## src/rtl/mips_run_ctrl.sv

```systemverilog
// Run/step/clear execution controller for the mips core: conditions raw push-buttons,
// sequences run-enable and PC-clear, halts free-run on an optional PC breakpoint.
module mips_run_ctrl #(
  parameter int unsigned DEBOUNCE_CYCLES = 1000000,
  parameter int unsigned CLR_CYCLES      = 4
) (
  input  logic        clk_i,
  input  logic        rst_n,
  input  logic        btn_step_i,
  input  logic        btn_run_i,
  input  logic        btn_clr_i,
  input  logic        bp_en_i,
  input  logic [31:0] bp_addr_i,
  input  logic [31:0] pc_i,
  output logic        pc_run_en_o,
  output logic        pc_clr_o,
  output logic [1:0]  state_o,
  output logic        bp_hit_o,
  output logic [15:0] instr_cnt_o
);

  localparam int unsigned NumBtn = 3;
  localparam int unsigned DbW    = $clog2(DEBOUNCE_CYCLES);
  localparam int unsigned ClrW   = (CLR_CYCLES > 1) ? $clog2(CLR_CYCLES) : 1;
  localparam logic [DbW-1:0]  DbMax  = DbW'(DEBOUNCE_CYCLES - 1);
  localparam logic [ClrW-1:0] ClrMax = ClrW'(CLR_CYCLES - 1);

  typedef enum logic [1:0] {
    StIdle  = 2'b00,
    StRun   = 2'b01,
    StStep  = 2'b10,
    StClear = 2'b11
  } state_e;

  // Button index: 0 = step, 1 = run, 2 = clr.
  logic [NumBtn-1:0] btn_raw;
  logic [NumBtn-1:0] sync1_q, sync2_q;
  logic [NumBtn-1:0] stable_q, stable_d, stable_prev_q;
  logic [DbW-1:0]    db_cnt_q [NumBtn];
  logic [DbW-1:0]    db_cnt_d [NumBtn];
  logic [NumBtn-1:0] press;

  assign btn_raw = {btn_clr_i, btn_run_i, btn_step_i};

  always_comb begin
    for (int i = 0; i < NumBtn; i++) begin
      stable_d[i] = stable_q[i];
      db_cnt_d[i] = '0;
      if (sync2_q[i] != stable_q[i]) begin
        if (db_cnt_q[i] == DbMax) begin
          stable_d[i] = sync2_q[i];
        end else begin
          db_cnt_d[i] = db_cnt_q[i] + DbW'(1);
        end
      end
    end
  end

  always_ff @(posedge clk_i or negedge rst_n) begin
    if (!rst_n) begin
      sync1_q       <= '0;
      sync2_q       <= '0;
      stable_q      <= '0;
      stable_prev_q <= '0;
      for (int i = 0; i < NumBtn; i++) begin
        db_cnt_q[i] <= '0;
      end
    end else begin
      sync1_q       <= btn_raw;
      sync2_q       <= sync1_q;
      stable_q      <= stable_d;
      stable_prev_q <= stable_q;
      for (int i = 0; i < NumBtn; i++) begin
        db_cnt_q[i] <= db_cnt_d[i];
      end
    end
  end

  assign press = stable_q & ~stable_prev_q;

  logic step_press, run_press, clr_press;
  assign step_press = press[0];
  assign run_press  = press[1];
  assign clr_press  = press[2];

  state_e            state_q, state_d;
  logic              skip_bp_q, skip_bp_d;
  logic              bp_hit_q, bp_hit_d;
  logic [ClrW-1:0]   clr_cnt_q, clr_cnt_d;
  logic [15:0]       instr_cnt_q, instr_cnt_d;
  logic              bp_match;
  logic              run_en;
  logic              clr_en;

  // skip_bp lets a resumed run execute the instruction it halted on.
  assign bp_match = bp_en_i && (pc_i == bp_addr_i) && !skip_bp_q;

  always_comb begin
    state_d   = state_q;
    skip_bp_d = skip_bp_q;
    bp_hit_d  = bp_hit_q;
    clr_cnt_d = clr_cnt_q;
    run_en    = 1'b0;
    clr_en    = 1'b0;

    unique case (state_q)
      StIdle: begin
        if (clr_press) begin
          state_d   = StClear;
          clr_cnt_d = '0;
          bp_hit_d  = 1'b0;
        end else if (run_press) begin
          state_d   = StRun;
          skip_bp_d = 1'b1;
          bp_hit_d  = 1'b0;
        end else if (step_press) begin
          state_d = StStep;
        end
      end
      StStep: begin
        run_en  = 1'b1;
        state_d = StIdle;
      end
      StRun: begin
        run_en    = !bp_match;
        skip_bp_d = 1'b0;
        if (clr_press) begin
          state_d   = StClear;
          clr_cnt_d = '0;
          bp_hit_d  = 1'b0;
        end else if (bp_match) begin
          state_d  = StIdle;
          bp_hit_d = 1'b1;
        end else if (run_press) begin
          state_d = StIdle;
        end
      end
      StClear: begin
        clr_en = 1'b1;
        if (clr_cnt_q == ClrMax) begin
          state_d = StIdle;
        end else begin
          clr_cnt_d = clr_cnt_q + ClrW'(1);
        end
      end
      default: state_d = StIdle;
    endcase
  end

  // Entering CLEAR wins over a run-enabled cycle in the same clock.
  always_comb begin
    instr_cnt_d = instr_cnt_q;
    if ((state_d == StClear) && (state_q != StClear)) begin
      instr_cnt_d = '0;
    end else if (run_en) begin
      instr_cnt_d = instr_cnt_q + 16'd1;
    end
  end

  always_ff @(posedge clk_i or negedge rst_n) begin
    if (!rst_n) begin
      state_q     <= StIdle;
      skip_bp_q   <= 1'b0;
      bp_hit_q    <= 1'b0;
      clr_cnt_q   <= '0;
      instr_cnt_q <= '0;
    end else begin
      state_q     <= state_d;
      skip_bp_q   <= skip_bp_d;
      bp_hit_q    <= bp_hit_d;
      clr_cnt_q   <= clr_cnt_d;
      instr_cnt_q <= instr_cnt_d;
    end
  end

  assign pc_run_en_o = run_en;
  assign pc_clr_o    = clr_en;
  assign state_o     = state_q;
  assign bp_hit_o    = bp_hit_q;
  assign instr_cnt_o = instr_cnt_q;

endmodule

```

## config.mk

```make
export PLATFORM = sky130hd
export DESIGN_NAME = mips_run_ctrl
export DESIGN_NICKNAME = d
export VERILOG_FILES = /design/src/rtl/mips_run_ctrl.sv
export SDC_FILE = /design/constraint.sdc
export NUM_CORES = 1
export LEC_CHECK = 0
export ABC_AREA = 0
export CAP_MARGIN = 40
export CORE_UTILIZATION = 53
export CTS_CLUSTER_DIAMETER = 100
export DETAILED_ROUTE_END_ITERATION = 8
export PLACE_DENSITY = 0.8
export SLEW_MARGIN = 20
export SYNTH_ARGS = -nofsm -noshare
export SYNTH_HDL_FRONTEND = slang
export SYNTH_SLANG_ARGS = --single-unit
export TNS_END_PERCENT = 10
```

## constraint.sdc

```tcl
create_clock -name clk_i -period 2.6 [get_ports clk_i]
set_input_delay 0.52 -clock clk_i [delete_from_list [all_inputs] [get_ports clk_i]]
set_output_delay 0.52 -clock clk_i [all_outputs]
set_load 0.02 [all_outputs]
```

Yosys cells after proc, flatten, opt, wreduce, memory -nomap -nowiden
Index checks and enable logic that the tools add are counted.
{ "totals": {"ff_bits": 94, "out_inout_bits": 21, "elab_cells": 85} }
{ "op_classes": {"add_sub_neg": 5, "eq_ne": 19, "muxes": 29, "bitwise_logic": 2, "reduce_logical": 16} }
{ "ops": {"columns": ["cell", "n"], "rows": [
  ["20-bit 2-to-1 mux", 6],
  ["20-bit by 1-bit adder with 20-bit output, second input constant", 3],
  ["20-bit equality test, second input constant", 3],
  ["32-bit equality test", 1],
  ["16-bit 2-to-1 mux", 2],
  ["2-bit 2-to-1 mux", 9],
  ["16-bit by 1-bit adder with 16-bit output, second input constant", 1],
  ["3-bit AND reduction", 3],
  ["2-bit equality test, second input constant", 4],
  ["2-bit != test, second input constant", 4],
  ["2-bit one-hot mux with 4 select lines", 1],
  ["1-bit 2-to-1 mux", 7],
  ["3-bit != test, second input constant", 2],
  ["1-bit one-hot mux with 2 select lines", 3],
  ["2-bit AND reduction", 3],
  ["2-bit nonzero test", 3],
  ["2-bit one-hot mux with 2 select lines", 1],
  ["3-bit AND", 1],
  ["1-bit logical AND", 3],
  ["1-bit != test", 3],
  ["3-bit NOT", 1],
  ["2-bit by 1-bit adder with 2-bit output, second input constant", 1],
  ["2-bit by 1-bit equality test with 1-bit output, second input constant", 1],
  ["1-bit logical NOT", 2],
  ["3 further kinds", 3]
]} }

Longest topological paths before layout
Gate-level depths: netlist of the first run.
{ "logic_depth": {"depth_word": 9, "ltp_mapped": 9, "depth_no_buf": 8} }

Least setup slack after synthesis of the first run
Ideal clock, no wire load.
{ "synth_path": {"path_kind": "input to output", "from": "in bp_addr_i[13]", "to": "out pc_run_en_o", "arrival_time_ns": 1.913, "required_ns": 2.080, "path_slack_ns": 0.167, "path_stages": 5, "cell_sequence": "xnor2_1 > nand4_1 > or4_4 > nor4_1 > nor2_1"} }
{ "synth_between": {"elab_chain_cells": 5} }
{ "synth_rtl": {"columns": ["element", "line_no", "source"], "rows": [
  ["from (decl)", "13", "input logic [31:0] bp_addr_i,"],
  ["32-bit equality test", "96", "assign bp_match = bp_en_i && (pc_i == bp_addr_i) && !skip_bp_q;"],
  ["1-bit logical AND (2 in a row)", "96", null],
  ["1-bit logical NOT", "125", "run_en = !bp_match;"],
  ["1-bit one-hot mux with 2 select lines", "106", "unique case (state_q)"],
  ["to (decl)", "15", "output logic pc_run_en_o,"]
]} }
No other way between the ends.

Worst setup path in the final report of the first run
{ "layout_path": {"from": "in bp_addr_i[22]", "to": "out pc_run_en_o"} }
Same word-level chain as after synthesis.

==> metrics.md, run 1 <==
| Metric | Value |
|---|---|
| Drt pass-1 iters | 5 |
| Die Ht | 100 um |
| Commonest cells post-synth | 94 x dfrtp_1, 86 x nor2_1, 46 x xor2_1 |
| Fin crit period | 2580 ps |
| Clk sinks | 94 |
| # rows | 35 |
| DRT iter0 DRCs | 199 |
| Critical path type | primary input to primary output |
| Largest cells by area after synthesis | dfrtp_1 46%, xor2_1 7.9%, xnor2_1 7.3% |
| Multi-input gate area | 2770 um2 |
| Post-route cell area | 6650 um2 |
| Setup skew after layout | 11.7 ps |
| Ys Warns | 0 |
| Ys flop type | dfrtp_1 |
| Htree depth | 3 |
| Worst min-delay path category | primary input to asynchronous set/reset pin |
| Routed WL | 12.0 mm |
| Area after DPL | 6280 um2 |
| Netlist cell types | 51 |
| Top-Level Pins | 91 |
| Full die area | 10100 um2 |
| Max Cap Viol | 0 |
| Worst Setup End Kind | primary output |
| Final #Nets | 720 |
| Post-Syn Area | 5120 um2 |
| Post-synth EDFFs | 0 |
| Dominant cell by count in the synthesized netlist | dfrtp_1 |
| Clock latency at the later pin of the worst-skew pair | 360 ps |
| Fillcell total | 675 |
| LEAKAGE | 2.93 nW |
| Peak supply drop | 0.349 mV |
| Slew HR | 0.534 |
| Maximum clock rate | 0.387 GHz |
| WL/cell | 15.5 um |
| Seq/Total Area, Yosys | 0.459 |
| Outcome | finished, final reports clean |
| TritonCTS clock tree | yes |
| DRC violations left | 0 |
| Sequential Area | 2350 um2 |
| CTS clk-pin slew, worst paths | 90 ps |
| Chip width | 100 um |
| Share of cells above drive strength 1 | 0.147 |
| Gr ovfl total | 0 |
| Flops & latches, synth | 94 |
| Unrepaired setup endpoints after global routing | true |
| GPL Wtd Cong | 0.831 |
| Initial antenna violation count | 0 |
| Vias | 4324 |
| Final Hold Viols | 0 |
| Core ar. | 9280 um2 |
| Post-CTS Hold Buffers | 0 |
| Largest net degree at the start of global routing | 41 |
| Synth top area share | 0.459 |
| Worst-path fanout max | 2 |
| N_diodes | 0 |
| Layout area overhead | 29.8% |
| Vias in the first global route | 4209 |
| Slew @ Worst Pin | 699 ps |
| Dpl hpwl | 8.52 mm |
| Post-Synthesis Cells | 524 |
| CTS max path bufs | 2 |
| Initial Utilization | 0.552 |
| GR Util All Layers | 0.243 |
| First-pass GRT wire length | 19.3 mm |
| Period utilization | 0.994 |
| I/O Buffers | 90 |
| CP required | 2080 ps |
| Synthesized area per cell | 9.78 um2 |
| Crit path DAT | 2060 ps |
| Async S/R FF share, synth | 1.00 |
| Remaining antenna violation count after routing | 0 |
| Max Slew Vio Count | 0 |
| Crit path launch | bp_addr_i[22] |
| Vias/cell | 5.58 |
| CP startpoint kind | primary input |
| Root Buffer | clkbuf_8 |
| Pwr Density | 406 nW/um2 |
| Final Setup Violations | 0 |
| Synth area leader | dfrtp_1 |
| Launching point of the worst reg2reg path | state_o[1]$_DFF_PN0_ |
| Hold Slack | 123 ps |
| Syn_nets | 603 |
| Num CTS Buffers | 9 |
placed cells by master, fill, tap and decap left out, types with 10 or more instances in the layout:
| master | Yosys | layout |
|---|---|---|
| dlymetal6s2s_1 | 0 | 23 |
| nand2_1 | 24 | 24 |
| buf_4 | 0 | 29 |
| nor4_2 | 10 | 10 |
| inv_1 | 10 | 10 |
| a21oi_1 | 15 | 15 |
| nand4_1 | 13 | 13 |
| dfrtp_1 | 94 | 94 |
| xnor2_1 | 43 | 40 |
| nand3_1 | 41 | 41 |
| nor3_1 | 17 | 17 |
| xor2_1 | 46 | 44 |
| clkdlybuf4s50_1 | 0 | 43 |
| nor2_1 | 86 | 86 |
| o21ai_0 | 10 | 10 |
| and3_1 | 17 | 17 |
| a211oi_1 | 13 | 13 |
timing repair:
item,in CTS,in global routing
setup buffers,9,4
gates resized for setup,56,43
endpoints found under the setup margin,1,8
gates cloned,0,0
pin swaps,23,31
cell type report:
class / count / area share
Sequential cell: 94 / 0.354
Clock buffer: 12 / 0.0203
Timing Repair Buffer: 120 / 0.171
Inverter: 10 / 0.00564
Clock inverter: 4 / 0.00827
Tap cell: 129 / 0.0243
Multi-Input combinational cell: 406 / 0.417
critical path, cell delays in order:
cell	delay, ps
clkdlybuf4s15_2	200
xnor2_2	130
nand4_1	160
or4_4	580
nor4_4	240
nor2_1	70
buf_4	170
flip-flops by register name, summed over array words and instances, names as in the netlist:
signal / count
stable_q: 3
stable_prev_q: 3
clr_cnt_q: 2
state_o: 2
skip_bp_q: 1
instr_cnt_o: 16
bp_hit_o: 1
sync1_q: 3
db_cnt_q: 60
sync2_q: 3
final timing paths:
path | endpoint | slack, ps | cells past startpoint
setup / recovery | pc_run_en_o | 20 | 7
hold / removal | instr_cnt_o[12]$_DFFE_PN0P_ | 120 | 1
setup reg to reg | instr_cnt_o[11]$_DFFE_PN0P_ | 220 | 9
hold reg to reg | sync2_q[0]$_DFF_PN0_ | 340 | 0
max in group asynchronous | state_o[0]$_DFF_PN0_ | 1870 | 2
min in group clk_i | sync2_q[0]$_DFF_PN0_ | 340 | 0
cells by family after synthesis:
group,Yosys count,synth area share
simple gates,244,0.251
buf+inv,24,0.0195
xor+xnor,89,0.152
fa+ha+maj,9,0.0220
mux,3,0.00659
compound gates,61,0.0894
flops,94,0.459
routing by layer:
layer | vias to the layer above | track usage | share of wire
li1 | 2078 | - | -
met1 | 2095 | 0.300 | 0.42
met2 | 137 | 0.408 | 0.49
met3 | 14 | 0.0682 | 0.071
met4 | 0 | 0.0892 | 0.018
met5 | - | 0 | 0
through the flow:
stage               utilization  std cells  total power [mW]  setup TNS (ps)  setup WS, ps
floorplan                     -        524              1.60               0           167
global placement          0.677        747              1.76           -4230          -576
detailed placement        0.677        747              1.77           -4960          -638
CTS                       0.704        772              2.73               0          4.27
global route              0.717        775              2.81           -43.6         -43.6
finish                    0.717        775              2.70               0          16.1
power by group:
part           internal, mW  switching (mW)  total [mW]
Combinational         0.138           0.115       0.253
Sequential             1.48          0.0136        1.49
Clock                 0.453           0.507       0.960
Total                  2.07           0.636        2.70
Power figures use the tool's default switching activity.
==> run 2, diff against run 1 <==
- CORE_UTILIZATION: 53 -> 28
- PLACE_DENSITY: 0.8 -> default
==> metrics.md, run 2 (same netlist as run 1, synthesis figures left out) <==
| Metric | Value |
|---|---|
| Slew HR | 0.542 |
| Commonest non-fill, non-tap cell in the layout | dfrtp_1 |
| Worst Setup End Kind | primary output |
| CTS max path bufs | 2 |
| First-pass GRT wire length | 19.2 mm |
| Unrepaired setup endpoints after global routing | false |
| GPL Wtd Cong | 0.807 |
| Clock latency at the later pin of the worst-skew pair | 340 ps |
| Peak supply drop | 0.358 mV |
| Worst min-delay path category | primary input to asynchronous set/reset pin |
| Num CTS Buffers | 9 |
| Share of cells above drive strength 1 | 0.155 |
| # rows | 49 |
| Most flops, register | db_cnt_q |
| Drt pass-1 iters | 4 |
| Final Core Density | 0.382 |
| Fin crit period | 2490 ps |
| Max Cap Viol | 0 |
| CP bufs+invs | 3 |
| DRT iter0 DRCs | 229 |
| Core ar. | 18000 um2 |
| Clk sinks | 94 |
| Vias in the first global route | 4165 |
| Slew @ Worst Pin | 687 ps |
| Initial antenna violation count | 0 |
| Root Buffer | clkbuf_16 |
| Max reg flops | 60 |
| Final Hold Viols | 0 |
| Full die area | 18800 um2 |
| Largest net degree at the start of global routing | 61 |
| CTS clk-pin slew, worst paths | 60 ps |
| Initial Utilization | 0.285 |
| Final Setup Violations | 0 |
| Pwr Density | 437 nW/um2 |
| Setup skew after layout | 6.81 ps |
| Vias | 4164 |
| Area after DPL | 6440 um2 |
| TritonCTS clock tree | yes |
| Remaining antenna violation count after routing | 0 |
| Post-route cell area | 6850 um2 |
| Vias/cell | 4.77 |
| Chip width | 137 um |
| Crit path DAT | 1970 ps |
| CP top delay family | simple AND/OR/NAND/NOR gates |
| Die Ht | 137 um |
| I/O Buffers | 90 |
| N_diodes | 0 |
| Top-Level Pins | 91 |
| Max stage delay on crit path | 460 ps |
| Max Slew Vio Count | 0 |
| Outcome | finished, final reports clean |
| Commonest non-fill, non-tap cells in the layout | 94 x dfrtp_1, 85 x nor2_1, 43 x xnor2_1 |
| GR Util All Layers | 0.127 |
| CP required | 2080 ps |
| LEAKAGE | 3.02 nW |
| Slowest CP cell | or4_4 |
| Maximum clock rate | 0.402 GHz |
| Dpl hpwl | 8.44 mm |
| Routed WL | 11.6 mm |
| Htree depth | 3 |
| Post-CTS Hold Buffers | 0 |
| Layout area overhead | 33.7% |
| CP startpoint kind | primary input |
| Worst-path fanout max | 2 |
| Final #Nets | 718 |
| Period utilization | 0.958 |
| DRC violations left | 0 |
| Critical path type | primary input to primary output |
| WL/cell | 13.3 um |
| Gr ovfl total | 0 |
| Worst-path cell chain | dlygate4sd2_1 > xnor2_1 > nand4_1 > or4_4 > nor4_4 > buf_4 > nor2_2 > buf_6 |
run 2: changes by cell type in the layout (fill, tap and decap cells not counted), moves of 4 or more:
cell	previous run	this run
clkbuf_8	9	2
xor2_1	44	40
xor2_2	2	6
clkdlybuf4s50_1	43	24
dlygate4sd2_1	6	13
clkdlybuf4s15_1	3	8
dlymetal6s2s_1	23	27
clkbuf_16	0	9
run 2: layout make-up:
| cell class | instances | area, um2 |
|---|---|---|
| Clock buffer | 11 | 253 |
| Clock inverter | 5 | 33.8 |
| Fill cell | 1743 | 11100 |
| Inverter | 10 | 37.5 |
| Multi-Input combinational cell | 406 | 2770 |
| Sequential cell | 94 | 2350 |
| Tap cell | 229 | 287 |
| Timing Repair Buffer | 118 | 1130 |
run 2: repair_timing:
action                                  in CTS  in global routing
pin swaps                                   27                 28
endpoints found under the setup margin       4                 10
setup buffers                                4                  1
resized for setup                           78                 51
run 2: final timing paths:
check | from | to | slack (ps) | depth (start not counted)
min | rst_n | db_cnt_q[57]$_DFF_PN0_ | 20 | 1
max | bp_addr_i[23] | pc_run_en_o | 110 | 8
min in group clk_i | sync1_q[1]$_DFF_PN0_ | sync2_q[1]$_DFF_PN0_ | 350 | 0
max reg2reg | state_o[0]$_DFF_PN0_ | instr_cnt_o[5]$_DFFE_PN0P_ | 340 | 9
max in group asynchronous | rst_n | db_cnt_q[12]$_DFF_PN0_ | 1850 | 3
min reg2reg | sync1_q[1]$_DFF_PN0_ | sync2_q[1]$_DFF_PN0_ | 350 | 0
run 2: through the flow:
stage	power [mW]	setup WS, ps	setup TNS, ps	instances	hold WS, ps
after floorplan	1.60	167	0	524	224
after global placement	1.77	-744	-4660	851	339
after detailed placement	1.77	-699	-5110	851	336
after CTS	3.04	5.70	0	871	303
after global routing	3.12	0.495	0	873	13.0
final	3.00	110	0	873	15.8
run 2: report_power, final:
| part | leakage (nW) | switching, mW | internal, mW |
|---|---|---|---|
| clock | 0.138 | 0.563 | 0.699 |
| combinational | 1.59 | 0.113 | 0.131 |
| sequential | 1.29 | 0.0137 | 1.48 |
run 2: metal layers:
metal	up-vias	wire length, um	global-route usage
met5	-	0	0
met4	0	151	0.0366
met3	16	423	0.0261
met2	76	5920	0.224
met1	2002	5080	0.155
li1	2070	-	-
==> run 3, diff against run 2 <==
- CORE_ASPECT_RATIO: default -> 0.8
- CTS_BUF_LIST: default -> sky130_fd_sc_hd__clkbuf_8
==> metrics.md, run 3 (same netlist as run 1, synthesis figures left out) <==
| Metric | Value |
|---|---|
| Outcome | finished, final reports clean |
| Final Hold Viols | 0 |
| Fin crit period | 2520 ps |
| Dpl hpwl | 8.66 mm |
| Maximum clock rate | 0.397 GHz |
| Vias in the first global route | 4320 |
| Initial antenna violation count | 0 |
| Critical path type | primary input to primary output |
| Max Slew Vio Count | 0 |
| Worst Setup End Kind | primary output |
| TritonCTS clock tree | yes |
| Worst-path fanout max | 2 |
| Clk sinks | 94 |
| Core ar. | 17600 um2 |
| Vias | 4240 |
| Die Ht | 123 um |
| Full die area | 18900 um2 |
| Cell internal pwr | 2.16 mW |
| Peak supply drop | 0.180 mV |
| CP startpoint kind | primary input |
| Max stage delay on crit path | 510 ps |
| Commonest non-fill, non-tap cells in the layout | 94 x dfrtp_1, 86 x nor2_1, 46 x xor2_1 |
| GR Util All Layers | 0.136 |
| Chip width | 153 um |
| Num CTS Buffers | 9 |
| Crit path DAT | 2000 ps |
| Final #Nets | 729 |
| DRT iter0 DRCs | 299 |
| Gr ovfl total | 0 |
| Final Core Density | 0.389 |
| Initial Utilization | 0.290 |
| Final Setup Violations | 0 |
| Switching power | 0.670 mW |
| Max Cap Viol | 0 |
| I/O Buffers | 90 |
| Pwr Density | 412 nW/um2 |
| Max reg flops | 60 |
| Clock Power Share | 0.384 |
| Largest net degree at the start of global routing | 58 |
| Root Buffer | clkbuf_8 |
| Worst-path cell chain | dlygate4sd2_1 > xnor2_1 > nand2_1 > or4_4 > nor4_4 > nor2_1 > buf_4 |
| Remaining antenna violation count after routing | 0 |
| CTS max path bufs | 2 |
| Share of cells above drive strength 1 | 0.159 |
| Slew @ Worst Pin | 695 ps |
| WL/cell | 13.7 um |
| First-pass GRT wire length | 20.5 mm |
| Switching Fraction | 0.237 |
| Worst min-delay path category | primary input to asynchronous set/reset pin |
| Routed WL | 12.0 mm |
| Slew HR | 0.537 |
| DRC violations left | 0 |
| Htree depth | 3 |
| Setup WS pre-CTS | -585 ps |
| Post-CTS Hold Buffers | 0 |
| Top-Level Pins | 91 |
| CP required | 2080 ps |
| Commonest non-fill, non-tap cell in the layout | dfrtp_1 |
| Layout area overhead | 33.8% |
| Hold Slack | 108 ps |
| Vias/cell | 4.82 |
| GPL Wtd Cong | 0.808 |
| Sequential Power Share | 0.527 |
| Final setup margin | 78.4 ps |
| Comb power frac | 0.089 |
| Clock latency at the later pin of the worst-skew pair | 370 ps |
| Setup skew after layout | 12.7 ps |
| LEAKAGE | 3.04 nW |
| Slowest CP cell | or4_4 |
| Unrepaired setup endpoints after global routing | false |
| # rows | 43 |
| Period utilization | 0.970 |
| N_diodes | 0 |
| Drt pass-1 iters | 4 |
| CTS clk-pin slew, worst paths | 90 ps |
| Most flops, register | db_cnt_q |
[run 3: cell count changes in the layout (fill, tap and decap cells not counted), moves of 7 or more]
cell	change
clkbuf_8	+7
clkdlybuf4s50_1	+13
buf_4	+13
clkbuf_16	-9
[run 3: cell type report]
cell class / instances / area, um2
clock buffer: 9 / 124
clock inverter: 7 / 98.8
fill: 1694 / 10800
inverter: 10 / 37.5
multi-input combinational: 406 / 2750
sequential: 94 / 2350
tap: 225 / 282
timing repair buffer: 129 / 1210
[run 3: metrics by stage]
stage | cell area [um2] | total power [mW] | TNS (ps) | instances
finish | 6860 | 2.83 | 0 | 880
floorplan | 5120 | 1.60 | 0 | 524
CTS | 6790 | 2.88 | 0 | 877
global route | 6860 | 2.95 | 0 | 880
global placement | 6450 | 1.77 | -5400 | 851
detailed placement | 6460 | 1.77 | -5220 | 852
[run 3: critical path, delay by kind of cell]
kind                      cells  cell delay [ps]
xor gates and xnor gates      1              160
and+or+nand+nor               4              920
buffers and inverters         2              400
[run 3: repair_timing]
action | 4_1_cts | 5_1_grt
endpoints found under the setup margin | 1 | 8
pin swaps | 27 | 30
buffers inserted | 9 | 3
gates resized for setup | 51 | 45
[run 3: final timing paths]
path                       slack, ps                     endpoint  depth (start not counted)                 start
hold reg to reg                  360         sync2_q[2]$_DFF_PN0_                          0  sync1_q[2]$_DFF_PN0_
max in group asynchronous       1820  instr_cnt_o[11]$_DFFE_PN0P_                          2                 rst_n
min in group clk_i               360         sync2_q[2]$_DFF_PN0_                          0  sync1_q[2]$_DFF_PN0_
setup reg to reg                 260   instr_cnt_o[5]$_DFFE_PN0P_                          9  state_o[0]$_DFF_PN0_
setup / recovery                  80                  pc_run_en_o                          7              pc_i[29]
hold / removal                   110       db_cnt_q[25]$_DFF_PN0_                          1                 rst_n
[run 3: layer usage]
| metal | vias to the layer above | wire [um] | global-route usage |
|---|---|---|---|
| li1 | 2090 | - | - |
| met4 | 0 | 180 | 0.0537 |
| met3 | 11 | 678 | 0.0315 |
| met2 | 108 | 5620 | 0.235 |
| met5 | - | 0 | 0 |
| met1 | 2031 | 5570 | 0.165 |
[run 3: power groups by stage]
stage / registers (mW) / logic [mW] / clock network [mW]
final: 1.49 / 0.252 / 1.09
after global placement: 1.52 / 0.249 / 0
after floorplan: 1.52 / 0.0830 / 0
after global routing: 1.49 / 0.276 / 1.18
after CTS: 1.49 / 0.261 / 1.13
after detailed placement: 1.52 / 0.254 / 0
